<file path="src/rtl/i2s_codec_emu.sv">
// I2S slave codec emulator: deserializes the master's data stream into stereo pairs
// and serializes locally supplied pairs back, all from an oversampling clock.
module i2s_codec_emu #(
    parameter int DATA_W = 24,
    parameter int SLOT_W = 32
) (
    input  logic              clk,
    input  logic              rst_n,
    input  logic              lrck_i,
    input  logic              sclk_i,
    input  logic              sd_i,
    output logic              sd_o,
    output logic [DATA_W-1:0] rx_l,
    output logic [DATA_W-1:0] rx_r,
    output logic              rx_vld,
    input  logic [DATA_W-1:0] tx_l,
    input  logic [DATA_W-1:0] tx_r,
    input  logic              tx_vld,
    output logic              tx_urun,
    output logic              frame_err
);
    localparam int CNT_W = $clog2(SLOT_W + 1);

    typedef enum logic {UNLOCKED, LOCKED} state_t;

    // Synchronizer stages hold {lrck, sclk, sd}
    logic [2:0]        sync_m_q, sync_m_d, sync_s_q, sync_s_d;
    logic              sclk_prev_q, sclk_prev_d;
    state_t            state_q, state_d;
    logic              lr_q, lr_d;
    logic [CNT_W-1:0]  bit_cnt_q, bit_cnt_d;
    logic [DATA_W-2:0] rx_sr_q, rx_sr_d;
    logic [DATA_W-1:0] l_hold_q, l_hold_d;
    logic              l_vld_q, l_vld_d;
    logic [DATA_W-1:0] rx_l_q, rx_l_d, rx_r_q, rx_r_d;
    logic              rx_vld_q, rx_vld_d;
    logic [DATA_W-1:0] hold_l_q, hold_l_d, hold_r_q, hold_r_d;
    logic              new_flag_q, new_flag_d;
    logic [DATA_W-1:0] cur_l_q, cur_l_d, cur_r_q, cur_r_d;
    logic [DATA_W-1:0] tx_sr_q, tx_sr_d;
    logic              sd_o_q, sd_o_d;
    logic              tx_urun_q, tx_urun_d;
    logic              frame_err_q, frame_err_d;

    logic              lrck_s, sclk_s, sd_s, rise, fall;
    logic [CNT_W-1:0]  cnt_inc;
    logic [DATA_W-1:0] tx_sel;

    always_comb begin
        sync_m_d    = {lrck_i, sclk_i, sd_i};
        sync_s_d    = sync_m_q;
        lrck_s      = sync_s_q[2];
        sclk_s      = sync_s_q[1];
        sd_s        = sync_s_q[0];
        sclk_prev_d = sclk_s;
        rise        = sclk_s & ~sclk_prev_q;
        fall        = ~sclk_s & sclk_prev_q;
        cnt_inc     = (bit_cnt_q == CNT_W'(SLOT_W)) ? bit_cnt_q : bit_cnt_q + 1'b1;
        tx_sel      = lr_q ? cur_r_q : cur_l_q;

        state_d     = state_q;
        lr_d        = lr_q;
        bit_cnt_d   = bit_cnt_q;
        rx_sr_d     = rx_sr_q;
        l_hold_d    = l_hold_q;
        l_vld_d     = l_vld_q;
        rx_l_d      = rx_l_q;
        rx_r_d      = rx_r_q;
        rx_vld_d    = 1'b0;
        hold_l_d    = hold_l_q;
        hold_r_d    = hold_r_q;
        new_flag_d  = new_flag_q;
        cur_l_d     = cur_l_q;
        cur_r_d     = cur_r_q;
        tx_sr_d     = tx_sr_q;
        sd_o_d      = sd_o_q;
        tx_urun_d   = 1'b0;
        frame_err_d = 1'b0;

        if (tx_vld) begin
            hold_l_d   = tx_l;
            hold_r_d   = tx_r;
            new_flag_d = 1'b1;
        end

        if (rise) begin
            if (lrck_s != lr_q) begin
                bit_cnt_d = '0;
                lr_d      = lrck_s;
                if (state_q == UNLOCKED) begin
                    state_d = LOCKED;
                end else begin
                    // A short slot never set l_vld (left) or never reached the right
                    // capture point, so the word is dropped without extra bookkeeping.
                    frame_err_d = (bit_cnt_q < CNT_W'(DATA_W));
                    if (!lrck_s) begin
                        l_vld_d    = 1'b0;
                        new_flag_d = 1'b0;
                        tx_urun_d  = ~new_flag_q & ~tx_vld;
                        cur_l_d    = tx_vld ? tx_l : hold_l_q;
                        cur_r_d    = tx_vld ? tx_r : hold_r_q;
                    end
                end
            end else begin
                bit_cnt_d = cnt_inc;
                if (state_q == LOCKED && cnt_inc <= CNT_W'(DATA_W)) begin
                    rx_sr_d = {rx_sr_q[DATA_W-3:0], sd_s};
                    if (cnt_inc == CNT_W'(DATA_W)) begin
                        if (!lr_q) begin
                            l_hold_d = {rx_sr_q, sd_s};
                            l_vld_d  = 1'b1;
                        end else begin
                            if (l_vld_q) begin
                                rx_l_d   = l_hold_q;
                                rx_r_d   = {rx_sr_q, sd_s};
                                rx_vld_d = 1'b1;
                            end
                            l_vld_d = 1'b0;
                        end
                    end
                end
            end
        end

        // Zeros shift in behind the word, so sd_o idles low once DATA_W bits are out
        if (fall && state_q == LOCKED) begin
            if (bit_cnt_q == '0) begin
                sd_o_d  = tx_sel[DATA_W-1];
                tx_sr_d = tx_sel << 1;
            end else begin
                sd_o_d  = tx_sr_q[DATA_W-1];
                tx_sr_d = tx_sr_q << 1;
            end
        end
    end

    always_ff @(posedge clk) begin
        if (!rst_n) begin
            sync_m_q    <= '0;
            sync_s_q    <= '0;
            sclk_prev_q <= 1'b0;
            state_q     <= UNLOCKED;
            lr_q        <= 1'b0;
            bit_cnt_q   <= '0;
            rx_sr_q     <= '0;
            l_hold_q    <= '0;
            l_vld_q     <= 1'b0;
            rx_l_q      <= '0;
            rx_r_q      <= '0;
            rx_vld_q    <= 1'b0;
            hold_l_q    <= '0;
            hold_r_q    <= '0;
            new_flag_q  <= 1'b0;
            cur_l_q     <= '0;
            cur_r_q     <= '0;
            tx_sr_q     <= '0;
            sd_o_q      <= 1'b0;
            tx_urun_q   <= 1'b0;
            frame_err_q <= 1'b0;
        end else begin
            sync_m_q    <= sync_m_d;
            sync_s_q    <= sync_s_d;
            sclk_prev_q <= sclk_prev_d;
            state_q     <= state_d;
            lr_q        <= lr_d;
            bit_cnt_q   <= bit_cnt_d;
            rx_sr_q     <= rx_sr_d;
            l_hold_q    <= l_hold_d;
            l_vld_q     <= l_vld_d;
            rx_l_q      <= rx_l_d;
            rx_r_q      <= rx_r_d;
            rx_vld_q    <= rx_vld_d;
            hold_l_q    <= hold_l_d;
            hold_r_q    <= hold_r_d;
            new_flag_q  <= new_flag_d;
            cur_l_q     <= cur_l_d;
            cur_r_q     <= cur_r_d;
            tx_sr_q     <= tx_sr_d;
            sd_o_q      <= sd_o_d;
            tx_urun_q   <= tx_urun_d;
            frame_err_q <= frame_err_d;
        end
    end

    assign sd_o      = sd_o_q;
    assign rx_l      = rx_l_q;
    assign rx_r      = rx_r_q;
    assign rx_vld    = rx_vld_q;
    assign tx_urun   = tx_urun_q;
    assign frame_err = frame_err_q;
endmodule

</file>
<file path="config.mk">
export PLATFORM = sky130hd
export DESIGN_NAME = i2s_codec_emu
export DESIGN_NICKNAME = d
export VERILOG_FILES = /design/src/rtl/i2s_codec_emu.sv
export SDC_FILE = /design/constraint.sdc
export NUM_CORES = 1
export LEC_CHECK = 0
export ABC_CLOCK_PERIOD_IN_PS = 4400
export CAP_MARGIN = 20
export CORE_ASPECT_RATIO = 1.75
export CORE_MARGIN = 8
export CORE_UTILIZATION = 50
export CTS_BUF_LIST = sky130_fd_sc_hd__clkbuf_4 sky130_fd_sc_hd__clkbuf_8
export DETAILED_ROUTE_END_ITERATION = 7
export PLACE_DENSITY = 0.73
export SETUP_SLACK_MARGIN = 0.05
export SLEW_MARGIN = 20
export SYNTH_ARGS = -nofsm -noshare
export SYNTH_HDL_FRONTEND = slang
export SYNTH_SLANG_ARGS = --single-unit
</file>
<file path="constraint.sdc">
create_clock -name clk -period 4.4 [get_ports clk]
set_input_delay 0.66 -clock clk [delete_from_list [all_inputs] [get_ports clk]]
set_output_delay 0.66 -clock clk [all_outputs]
set_load 0.01 [all_outputs]
</file>
## After elaboration in Yosys (flattened, before gate mapping)

Cells that the tools add are included.
Widths: inputs -> output; s select.

- Flip-flop bits (word level): 236
- Input bits: 54
- Output and inout port bits: 52
- Word-level logic and storage cells: 77

- Add/sub/neg operators: 1
- $lt $le $gt $ge: 2
- Equal/unequal tests: 5
- Mux-type cells: 19
- Bitwise gates (word level): 15
- Reduce and logical (&&, ||, !) cells: 14

Operators by type and width:

| kind | count |
|---|---|
| $mux 24 | 4 |
| $mux 1 | 13 |
| $mux 6 | 2 |
| $not 1->1 | 12 |
| $reduce_and 5->1 | 2 |
| $reduce_and 4->1 | 2 |
| $add 6x1->6 const B | 1 |
| $eq 6x5->1 const B | 1 |
| $eq 6x6->1 const B | 1 |
| $le 6x5->1 const B | 1 |
| $logic_not 6->1 | 1 |
| $lt 6x5->1 const B | 1 |
| $reduce_and 6->1 | 1 |
| $reduce_or 6->1 | 1 |
| $reduce_or 5->1 | 1 |
| $ne 2x2->1 const B | 2 |
| $reduce_bool 2->1 | 2 |
| $and 1x1->1 | 3 |
| $reduce_and 3->1 | 1 |
| $logic_and 1x1->1 | 2 |
| $reduce_and 2->1 | 1 |
| $ne 1x1->1 | 1 |

## Longest topological paths before layout

- Word-level depth: 6
- Mapped depth: 9
- Gate-level depth less buffers: 7

## Worst setup path before layout

No wires, ideal clock.

- Kind: reg2reg
- Start: register lr_q
- End: register cur_l_q[0]
- Library setup time: 134 ps
- Arrival: 2152 ps
- Required time: 4266 ps
- Slack: 2114 ps
- Stages on the path, launching flop included: 10
- Path buffers: 4
- Period minus slack after synthesis: 2286 ps
- Cell sequence: dfxtp_1 clkbuf_1 buf_2 inv_1 ha_1 nand3_1 nor2_1 buf_2 buf_2 a211oi_1

- Longest elaborated chain between the ends: 2

RTL lines:

| item | line | source |
|---|---|---|
| start, declared | 30 | `logic lr_q, lr_d;` |
| start signal, assigned | 165 | `lr_q <= lr_d;` |
| $ne 1x1->1 | 87 | `if (lrck_s != lr_q) begin` |
| $reduce_and 4->1 (no line) | - |  |
| end signal, assigned | 176 | `cur_l_q <= cur_l_d;` |
| end, declared | 39 | `logic [DATA_W-1:0] cur_l_q, cur_l_d, cur_r_q, cur_r_d;` |

Every way passes these cells.
A chain may end at the register's enable or synchronous reset.

## Final worst setup path

- Start: register bit_cnt_q[0]
- End: register rx_r_q[12] (netlist: rx_r[12])

- Longest elaborated chain between the ends: 5
- Elaborated cells between the ends (all ways): 7
- Classes of those cells: add/sub (1); order compare (1); eq/ne (2); mux (1); reduce/logical (2)

RTL lines:

| item | line | source |
|---|---|---|
| start, declared | 31 | `logic [CNT_W-1:0] bit_cnt_q, bit_cnt_d;` |
| start signal, assigned | 166 | `bit_cnt_q <= bit_cnt_d;` |
| $add 6x1->6 / $eq 6x6->1 (equally long branches) | 58 | `cnt_inc = (bit_cnt_q == CNT_W'(SLOT_W)) ? bit_cnt_q : bit_cnt_q + 1'b1;` |
| $mux 6 (*) | 58 |  |
| $le 6x5->1 | 106 | `if (state_q == LOCKED && cnt_inc <= CNT_W'(DATA_W)) begin` |
| $logic_and 1x1->1 | 106 |  |
| $reduce_and 6->1 (no line) (*) | - |  |
| end signal, assigned | 171 | `rx_r_q <= rx_r_d;` |
| end, declared | 35 | `logic [DATA_W-1:0] rx_l_q, rx_l_d, rx_r_q, rx_r_d;` |

Mark *: on every way between the ends. The rest lies on a longest branch, timed or not.

==> flow_metrics.py <==
metrics = {
    "worst_setup_path": {
        "end_kind": "flip-flop",
        "arrival_ns": 3.21,
        "crit_type": "flip-flop to flip-flop",
        "critical_path.max_fanout": 48,
        "cp.required_ns": 4.79,
        "cp-start-kind": "flip-flop",
    },
    "clock_network": {
        "cts.reportedPaths.clkPinSlew_ns": 0.07,
        "root_buffer": "clkbuf_8",
        "hold_buffers": 0,
        "clock_latency_ns": 0.50,
        "numCtsBuffers": 34,
        "htree_num_levels": 2,
        "cts_setup_buffers": 0,
        "cts.sink_count": 235,
        "post_cts_resized": 0,
        "cts_tree": "done",
        "clk_path_buf_depth": 3,
    },
    "grt": {
        "antenna_found_initial": 0,
        "track_usage_pct": 15.5,
        "grt_max_degree": 99,
        "grt_pass1_wl_mm": 28.7,
        "first_global_vias": 6219,
        "overflow": 0,
    },
    "timing": {
        "setup_viol": 0,
        "rsz0062_at_grt": "no",
        "maxSlewViolCount": 0,
        "fin_crit_ns": 2.82,
        "tns_ns": 0,
        "clock.fmax_mhz": 354,
        "min_period_over_period_pct": 64.2,
        "tightest_slew_ns": 0.995,
        "relSlewSlack_pct": 33.5,
        "fin_skew_ns": 0.0199,
        "hold_viol": 0,
    },
    "logic_synthesis": {
        "dominantRegCellSynth": "dfxtp_1",
        "yosys-top-cells-area": "dfxtp_1 (53%), mux2i_1 (19%), nand2_1 (6.5%)",
        "synth_mux_area_share_pct": 18.9,
        "yosys_warnings": 0,
        "synth_xor_area_share_pct": 0.0985,
        "avgSynthCellArea_um2": 9.84,
        "synth_edf_count": 0,
        "netlist.area_leader.share_pct": 52.9,
        "synth_most_common_cell": "dfxtp_1",
        "synth_top_family_by_area": "multiplexers",
        "synth_nets": 962,
        "yosys.area.top_type": "dfxtp_1",
        "synth_cell_types": 37,
        "synth-seq-area-share_pct": 52.9,
        "yosys.area_share.adder_pct": 0.704,
        "synth_compound_area_share_pct": 9.45,
        "synth.top_cells.by_count": "dfxtp_1 (235), mux2i_1 (167), nand2_1 (153)",
        "syn_area_um2": 8890,
        "yosys.area_share.simple_pct": 13.8,
        "syn_inst": 903,
        "synth_seq_cells": 235,
        "synthArstFlopShare_pct": 0,
    },
    "floorplanning": {
        "die-area_um2": 22500,
        "io-pin-count": 106,
        "core-area_um2": 17500,
        "rows": 64,
        "initial_core_util_pct": 50.9,
        "chipWidth_um": 117,
        "die_y_um": 192,
    },
    "placement": {
        "io_buffers": 105,
        "place.gp.congestion": 0.766,
        "place_hpwl_mm": 11.4,
        "place_inst": 1175,
    },
    "final_layout": {
        "syn2layout_area_growth_pct": 19.9,
        "instances_no_fill": 1235,
        "antenna_cells": 0,
        "drive_gt1_share_pct": 7.77,
        "nNetsFinal": 1039,
        "n_fill_cell": 1554,
    },
    "power": {
        "p_leak_nw": 4.17,
        "ir_drop_mv": 0.254,
        "powerDensity_nw_per_um2": 383,
    },
    "detailed_routing": {
        "ant_nets": 0,
        "num_vias": 6259,
        "dr.max_layer_used": "met4",
        "routed_wirelength_mm": 17.3,
        "viasPerCell": 5.07,
        "first_pass_iters": 4,
        "drt-met1-wl_mm": 7.47,
        "dr_wl_met2_mm": 8.61,
        "met3_length_um": 839,
        "wire_per_inst_um": 14.0,
        "drc_errors": 0,
        "drt_iter0_markers": 345,
    },
    "hold_path": {
        "hold_class": "flip-flop to flip-flop",
    },
    "run_status": {
        "outcome": "complete, no violations",
    },
    "run": {
        "cap_violations": 0,
    },
}
-- routing by layer --
metal / global-route usage (%) / vias to the layer above
met4: 5.84 / 0
met2: 27.7 / 128
li1: - / 3251
met1: 17.4 / 2848
met3: 3.20 / 32
met5: 0 / -
-- report_power, final --
group          switching (mW)  internal [mW]
clock                   0.771          0.973
combinational          0.0940         0.0800
sequential            0.00930           2.16
total                   0.875           3.21
-- state kept, by name, summed over array words and instances, names as in the netlist, 3 cells and up --
register and flops:
bit_cnt_q 6, cur_l_q 24, cur_r_q 24, hold_l_q 24
hold_r_q 24, l_hold_q 24, rx_l 24, rx_r 24
rx_sr_q 23, sync_m_q 3, sync_s_q 3, tx_sr_q 23
-- placed cells by master, fill, tap and decap left out, types with 2 or more instances in the layout --
master	n
clkbuf_4	13
nand4_1	3
dfxtp_1	235
o21ai_0	4
nor4b_1	2
nand3b_1	2
buf_4	8
clkinv_2	5
nand2b_1	4
mux2i_1	167
nand3_1	4
o211ai_1	23
a31oi_1	3
nand4b_1	2
a2111oi_0	2
nor2b_1	3
ha_1	5
a21oi_1	33
nor2_1	106
clkdlybuf4s50_1	103
a211oi_1	49
clkbuf_8	42
and3b_1	2
inv_1	4
nor3_1	3
nand2_1	153
and2_1	9
or3_1	2
-- metrics by stage --
stage	util (%)	power (mW)	cell area, µm²	worst slack, ns	hold WS [ns]
floorplan	-	2.32	8890	2.11	0.412
global route	61.1	4.26	10700	1.42	0.444
CTS	61.1	4.15	10700	1.60	0.439
detailed placement	57.0	2.39	9960	1.63	0.420
finish	61.1	4.09	10700	1.58	0.435
global placement	57.0	2.39	9960	1.75	0.420
-- critical path: stages, from the launching register on --
cell and delay [ns]:
dfxtp_1 0.42, ha_1 0.31, and3b_1 0.21, o221ai_2 0.14, a2111oi_4 0.46, nand3_4 0.72
mux2i_1 0.39
-- kinds of logic after synthesis --
| logic type | Yosys count |
|---|---|
| XOR/XNOR | 1 |
| multiplexers | 168 |
| adder cells (fa/ha/maj) | 5 |
| buffers and inverters | 76 |
| flip-flops | 235 |
| AND/OR/NAND/NOR | 299 |
| AO/OA/AOI/OAI | 119 |
-- cell type report --
cell class	instances	area (µm²)	area share, %
sequential	235	4700	44.1
inverter	5	20.0	0.188
tap	231	289	2.71
clock buffer	55	676	6.34
timing repair buffer	112	1100	10.3
clock inverter	5	27.5	0.258
multi-input combinational	592	3850	36.1
-- worst paths after layout --
check | start | endpoint | slack [ns] | depth (start not counted)
worst max-delay path | bit_cnt_q[0]$_SDFFE_PN0P_ | rx_r[12]$_SDFFE_PN0P_ | 1.58 | 6
worst min-delay path | sync_m_q[0]$_SDFF_PN0_ | sync_s_q[0]$_SDFF_PN0_ | 0.43 | 1
worst max register to register | bit_cnt_q[0]$_SDFFE_PN0P_ | rx_r[12]$_SDFFE_PN0P_ | 1.58 | 6
worst min register to register | sync_m_q[0]$_SDFF_PN0_ | sync_s_q[0]$_SDFF_PN0_ | 0.43 | 1
(Power assumes the default switching activity.)
